## src/rtl/micro_sequencer.sv

```systemverilog
// Microprogram counter and next-address selection for the control unit.
// Holds the registered microcode ROM address and the IDLE/RUN/HALT sequencing state.
module micro_sequencer #(
   parameter int ADDR_W     = 8,
   parameter int FETCH_ADDR = 0
) (
   input  logic              clk,
   input  logic              rst_n,
   input  logic              start,
   input  logic              stall,
   input  logic [15:0]       map_addr,
   input  logic [2:0]        next_sel,
   input  logic [ADDR_W-1:0] br_addr,
   input  logic              z_flag,
   output logic [ADDR_W-1:0] upc,
   output logic              running,
   output logic              halted,
   output logic              seq_err,
   output logic [1:0]        dbg_state
);

   typedef enum logic [1:0] {
      S_IDLE = 2'd0,
      S_RUN  = 2'd1,
      S_HALT = 2'd2
   } state_t;

   localparam logic [ADDR_W-1:0] FETCH = ADDR_W'(FETCH_ADDR);

   state_t            state_q, state_d;
   logic [ADDR_W-1:0] upc_q, upc_d;
   logic              err_q, err_d;
   logic [ADDR_W-1:0] upc_inc;
   logic              inc_wraps;
   logic              map_oob;

   assign upc_inc   = upc_q + 1'b1;
   assign inc_wraps = &upc_q;
   // Entry addresses wider than the ROM are treated as a mapping fault.
   assign map_oob   = (map_addr >> ADDR_W) != 16'd0;

   always_comb begin
      state_d = state_q;
      upc_d   = upc_q;
      err_d   = err_q;
      case (state_q)
         S_IDLE, S_HALT: begin
            if (start) begin
               state_d = S_RUN;
               upc_d   = FETCH;
            end
         end
         S_RUN: begin
            if (!stall) begin
               case (next_sel)
                  3'd0: begin
                     upc_d = upc_inc;
                     if (inc_wraps) err_d = 1'b1;
                  end
                  3'd1: begin
                     if (map_oob) begin
                        upc_d = FETCH;
                        err_d = 1'b1;
                     end else begin
                        upc_d = map_addr[ADDR_W-1:0];
                     end
                  end
                  3'd2: upc_d = FETCH;
                  3'd3: upc_d = br_addr;
                  3'd4, 3'd5: begin
                     // BRZ takes on z_flag=1, BRNZ on z_flag=0.
                     if (z_flag == (next_sel == 3'd4)) begin
                        upc_d = br_addr;
                     end else begin
                        upc_d = upc_inc;
                        if (inc_wraps) err_d = 1'b1;
                     end
                  end
                  3'd6: state_d = S_HALT;
                  default: begin
                     upc_d = upc_inc;
                     err_d = 1'b1;
                  end
               endcase
            end
         end
         default: begin
            state_d = S_IDLE;
            upc_d   = FETCH;
         end
      endcase
   end

   always_ff @(posedge clk or negedge rst_n) begin
      if (!rst_n) begin
         state_q <= S_IDLE;
         upc_q   <= FETCH;
         err_q   <= 1'b0;
      end else begin
         state_q <= state_d;
         upc_q   <= upc_d;
         err_q   <= err_d;
      end
   end

   assign upc       = upc_q;
   assign running   = (state_q == S_RUN);
   assign halted    = (state_q == S_HALT);
   assign seq_err   = err_q;
   assign dbg_state = state_q;

endmodule
```

## config.mk

```make
export PLATFORM = sky130hd
export DESIGN_NAME = micro_sequencer
export DESIGN_NICKNAME = d
export VERILOG_FILES = /design/src/rtl/micro_sequencer.sv
export SDC_FILE = /design/constraint.sdc
export NUM_CORES = 1
export LEC_CHECK = 0
export CAP_MARGIN = 20
export CELL_PAD_IN_SITES_DETAIL_PLACEMENT = 0
export CELL_PAD_IN_SITES_GLOBAL_PLACEMENT = 1
export CORE_UTILIZATION = 26
export CTS_CLUSTER_SIZE = 12
export DETAILED_ROUTE_END_ITERATION = 6
export HOLD_SLACK_MARGIN = 0.06
export MAX_ROUTING_LAYER = met4
export PLACE_DENSITY_LB_ADDON = 0.1
export SETUP_SLACK_MARGIN = 0.3
export SYNTH_ARGS = -nofsm -noshare
export SYNTH_HDL_FRONTEND = slang
export SYNTH_SLANG_ARGS = --single-unit
export TNS_END_PERCENT = 100
```

## constraint.sdc

```tcl
create_clock -name clk -period 2.4 [get_ports clk]
set_clock_uncertainty 0.05 [all_clocks]
set_input_delay 0.48 -clock clk [delete_from_list [all_inputs] [get_ports clk]]
set_output_delay 0.48 -clock clk [all_outputs]
set_load 0.05 [all_outputs]
```

# After elaboration in Yosys (flattened, before gate mapping)
# Cells that the tools add are included.
word_totals:
  output_inout_bits: 13
  input_bits: 32
  ff_bits: 11
  wordCells: 45
classes:
  muxes: 14
  n_eq_ne: 15
  add_sub_neg: 1
  n_bitwise: 2
  reduce_logical: 10
ops:
  columns: ["operator", "count"]
  rows:
  - ["one-hot mux 8 bit (5 select lines)", 1]
  - ["two-way mux 8 bit", 4]
  - ["one-hot mux 8 bit (2 select lines)", 1]
  - ["nonzero test 16 bit", 1]
  - ["!= test 2 bit, second input constant", 5]
  - ["equality test 3 bit, second input constant", 3]
  - ["adder 8 x 1 -> 8 bit, second input constant", 1]
  - ["AND reduction 8 bit", 1]
  - ["equality test 3 x 2 -> 1 bit, second input constant", 2]
  - ["two-way mux 2 bit", 3]
  - ["AND reduction 3 bit", 2]
  - ["AND reduction 5 bit", 1]
  - ["one-hot mux 1 bit (4 select lines)", 1]
  - ["one-hot mux 2 bit (2 select lines)", 1]
  - ["OR reduction 2 bit", 2]
  - ["equality test 3 x 1 -> 1 bit, second input constant", 1]
  - ["zero test 3 bit", 1]
  - ["two-way mux 1 bit", 3]
  - ["OR reduction 3 bit", 1]
  - ["equality test 2 x 1 -> 1 bit, second input constant", 1]
  - ["equality test 2 bit, second input constant", 1]
  - ["zero test 2 bit", 1]
  - ["!= test 2 x 1 -> 1 bit, second input constant", 1]
  - ["inverter 1 bit", 2]
  - ["equality test 1 bit", 1]

# Depth between registers and ports, before layout
depth:
  word_depth: 6
  ltp_mapped: 6
  depth_no_buf: 5

# Worst setup path before layout
# OpenSTA, ideal clock, no wires.
synth_timing:
  path_kind: "register to register"
  from: "register state_q[1], in the netlist dbg_state[1]"
  to: "register upc_q[7], in the netlist upc[7]"
  stages_incl_launch_ff: 6
  setup_time_ps: 90
  path_buffers: 1
  slack_ps: 306
  required_ps: 2260
  period_less_slack_ps: 2094
  t_arrival_ps: 1955
  cell_sequence: "dfrtp_1 nand2b_1 or3_1 clkbuf_1 or4_1 o2111ai_1"
synth_between:
  elab_chain_cells: 4
  word_cells_on_any_way: 9
synth_lines:
  columns: ["item", "line", "text"]
  rows:
  - ["start: declaration", "30", "state_t state_q, state_d;"]
  - ["start signal: assignment", "100", "state_q <= state_d;"]
  - ["equality test 2 bit or zero test 2 bit (tied branches)", "46", "case (state_q)"]
  - ["OR reduction 2 bit", "46", null]
  - ["!= test 2 bit (no line)", null, null]
  - ["AND reduction 3 bit (no line)", null, null]
  - ["end signal: assignment", "101", "upc_q <= upc_d;"]
  - ["end: declaration", "31", "logic [ADDR_W-1:0] upc_q, upc_d;"]
# Parallel ways exist; a longest one is shown, timed or not.
# A chain may end at the register's enable or synchronous reset.

# Worst setup path after layout
layout_timing:
  from: "register upc_q[3], in the netlist upc[3]"
  to: "output upc[3]"
layout_rtl:
  columns: ["item", "line", "text"]
  rows:
  - ["end: declaration", "15", "output logic [ADDR_W-1:0] upc,"]
# No word-level cell between the ends.

==> results.py <==
metrics = {
    "critical_path": {
        "regToRegStartpoint": "dbg_state[1]$_DFFE_PN0P_",
        "crit_buf_inv": 1,
        "cp_cell_sequence": "clkdlybuf4s50_1",
        "end_kind": "primary output",
        "reg2regPathDepth": 4,
        "startpoint_type": "flip-flop",
        "max_stage_delay_ps": 830,
        "critPathSlowestCell": "clkdlybuf4s50_1",
        "worstSetupPathType": "reg -> out",
        "crit_arrival_ps": 1520,
        "r2r-end": "upc[6]$_DFFE_PN0P_",
        "cp-startpoint": "upc[3]$_DFFE_PN0P_",
        "crit_path_end": "upc[3]",
        "crit_family": "buffers and inverters",
        "cp.required_ps": 1870,
        "worstSetupPathDepth": 1,
        "crit_path_max_fanout": 5,
        "r2r_setup_slack_ps": 520,
    },
    "layout": {
        "seq_area_um2": 275.3,
        "insertedDiodeCount": 0,
        "final_net_count": 179,
        "multi_input_area_um2": 496.7,
        "fillCellCount": 296,
        "area_growth_pct": 69.31,
        "drive_above_1_share_pct": 11.72,
    },
    "timing": {
        "fin_tns_setup_ps": 0,
        "setup_violations": 0,
        "slew_violations": 0,
        "rsz0062_at_grt": "no",
        "min_period_ps": 2045,
        "worst_pin_slew_ps": 540.8,
        "holdWs_ps": 436.1,
        "max_slew_margin_pct": 63.83,
        "clock.fmax_ghz": 0.4890,
        "hold_violations": 0,
        "fin_crit_sh_pct": 85.22,
    },
    "flow_run": {
        "max_cap_viol_count": 0,
    },
    "clock_network": {
        "clkTransAtPathRegs_ps": 70,
        "cts_setup_buffers": 0,
        "cts-root-buf": "clkbuf_4",
        "cts_num_sinks": 11,
        "cts_buffers": 3,
        "insertion_delay_ps": 270,
        "cts.path.max_buffers": 2,
        "cts_tree": "done",
        "htreeDepth": 1,
    },
    "yosys": {
        "synthMostInstantiatedCell": "nand3_1",
        "syn_area_per_cell_um2": 8.545,
        "yosysTopAreaCell": "dfrtp_1",
        "mappedNetlistArea_um2": 803.3,
        "synth.top_cell.area_share_pct": 34.27,
        "ys_ff_latch": 11,
        "synthesis.nets": 127,
        "async_flop_share_pct": 100.0,
        "seq_area_frac_synth_pct": 34.27,
        "yosysUniqueCellTypes": 34,
        "yosys_warnings": 0,
        "yosys-top-cells-count": "nand3_1, dfrtp_1, a32oi_1, inv_1",
        "synth_cells": 94,
        "yosys_most_used_dff": "dfrtp_1",
        "synth-edff-count": 0,
        "synthTopCellsByArea": "dfrtp_1, nand3_1, a32oi_1",
    },
    "power": {
        "p_comb_share_pct": 58.2,
        "switching_share_pct": 49.28,
        "p_clk_share_pct": 12.8,
        "power_switching_uw": 502.7,
        "p_per_area_nw_per_um2": 750.0,
        "ir_worst_vdd_uv": 282.9,
        "p_leak_nw": 0.6100,
        "p_int_uw": 517.3,
        "p_seq_share_pct": 29.0,
    },
    "detailed_routing": {
        "wl_met2_um": 1236,
        "routedWlPerCell_um": 15.11,
        "drcViolationCount": 2,
        "firstDrtPassIters": 7,
        "routed_via_density": 5.619,
        "drtIter0Drc": 29,
        "wirelength_um": 2660,
        "ant_nets": 0,
        "met3_length_um": 212,
        "maxUsedRoutingLayer": "met4",
        "vias": 989,
        "met1Wirelength_um": 1199,
    },
    "grt": {
        "overflow": 0,
        "grt_pass1_wl_um": 4519,
        "antenna_found_initial": 0,
        "grt_max_degree": 16,
        "grtUsageTotal_pct": 18.23,
        "first_global_vias": 964,
    },
    "placed_design": {
        "gp_congestion": 0.8134,
        "dpl.hpwl_um": 1965,
        "portBuffers": 44,
    },
    "floorplan": {
        "die_w_um": 57.59,
        "die_y_um": 57.59,
        "io_pins": 45,
        "core_um2": 2853,
        "fp.dieArea_um2": 3316,
        "initial_utilization_pct": 28.16,
        "row_count": 19,
    },
    "run_status": {
        "violations": "design-rule violations",
        "status": "complete, but fails checks",
    },
    "hold_path": {
        "hold_class": "reg -> reg",
    },
}
## power groups by stage
| stage | combinational [mW] | sequential (mW) | clock, mW |
|---|---|---|---|
| 6_report | 0.594 | 0.296 | 0.130 |
| 5_1_grt | 0.633 | 0.305 | 0.146 |
| 4_1_cts | 0.592 | 0.295 | 0.135 |
| 3_5_place_dp | 0.601 | 0.299 | 0 |
| 3_3_place_gp | 0.597 | 0.298 | 0 |
| 2_1_floorplan | 0.213 | 0.436 | 0 |
## final cells by class
cell class | count | share of cell area, %
Clock buffer | 4 | 1.932
Sequential cell | 11 | 20.24
Tap cell | 31 | 2.852
Timing Repair Buffer | 52 | 37.07
Inverter | 5 | 1.380
Multi-Input combinational cell | 73 | 36.52
## kinds of logic after synthesis
kind of cell	count (synthesis)	synth area share (%)
and+or+nand+nor	38	26.79
buffers and inverters	10	4.828
xor gates and xnor gates	4	4.362
AOI/OAI and AO/OA	30	28.19
DFF	11	34.27
adders and majority gates	1	1.557
## state kept, by name, summed over array words and instances (netlist names)
| signal | flops |
|---|---|
| dbg_state | 2 |
| seq_err | 1 |
| upc | 8 |
## how the worst min path moves through the flow
| stage | cells after the start | to | slack (ps) | from |
|---|---|---|---|---|
| 3_3_place_gp | 1 | seq_err$_DFFE_PN0P_ | 420 | seq_err$_DFFE_PN0P_ |
| 3_5_place_dp | 1 | seq_err$_DFFE_PN0P_ | 420 | seq_err$_DFFE_PN0P_ |
| 5_1_grt | 1 | seq_err$_DFFE_PN0P_ | 460 | seq_err$_DFFE_PN0P_ |
| 6_report | 1 | seq_err$_DFFE_PN0P_ | 440 | seq_err$_DFFE_PN0P_ |
| 2_1_floorplan | 0 | dbg_state[0]$_DFFE_PN0P_ | 130 | rst_n |
| 4_1_cts | 1 | seq_err$_DFFE_PN0P_ | 440 | seq_err$_DFFE_PN0P_ |
## per-stage QoR
step           instances  power (mW)  setup slack [ps]  util [%]  cell area [um^2]
2_1_floorplan         94      0.6487             305.5         -             803.3
3_3_place_gp         172      0.8958             101.7     46.27              1320
3_5_place_dp         172      0.9003             70.75     46.27              1320
4_1_cts              176       1.021             311.5     47.06              1343
5_1_grt              176       1.084             305.1     47.68              1360
6_report             176       1.020             354.8     47.68              1360
## per-layer routing
metal / up-vias / track usage (%)
met5: - / -
met4: 0 / 3.136
met3: 2 / 4.535
met2: 45 / 29.40
met1: 468 / 23.32
li1: 474 / -
## cells in the final DEF (no fill, tap or decap), types with 3 or more instances in the layout
| cell | Yosys | final |
|---|---|---|
| inv_1 | 5 | 5 |
| a22oi_1 | 3 | 3 |
| dlygate4sd2_1 | 0 | 3 |
| o21ai_0 | 3 | 3 |
| nand3_1 | 13 | 13 |
| clkdlybuf4s50_1 | 0 | 36 |
| clkbuf_4 | 0 | 3 |
| a32oi_1 | 6 | 6 |
| buf_4 | 0 | 9 |
| nor2b_1 | 4 | 4 |
| dfrtp_1 | 11 | 11 |
| a31oi_1 | 3 | 3 |
| nor2_1 | 4 | 4 |
| dlymetal6s2s_1 | 0 | 4 |
| nor3_1 | 3 | 3 |
| and3_1 | 3 | 3 |
## what timing repair did
item,CTS,global route
setup endpoints to repair,3,10
gates resized for setup,3,7
hold buffers,0,0
Note: power is estimated with default switching activity, not from simulation.
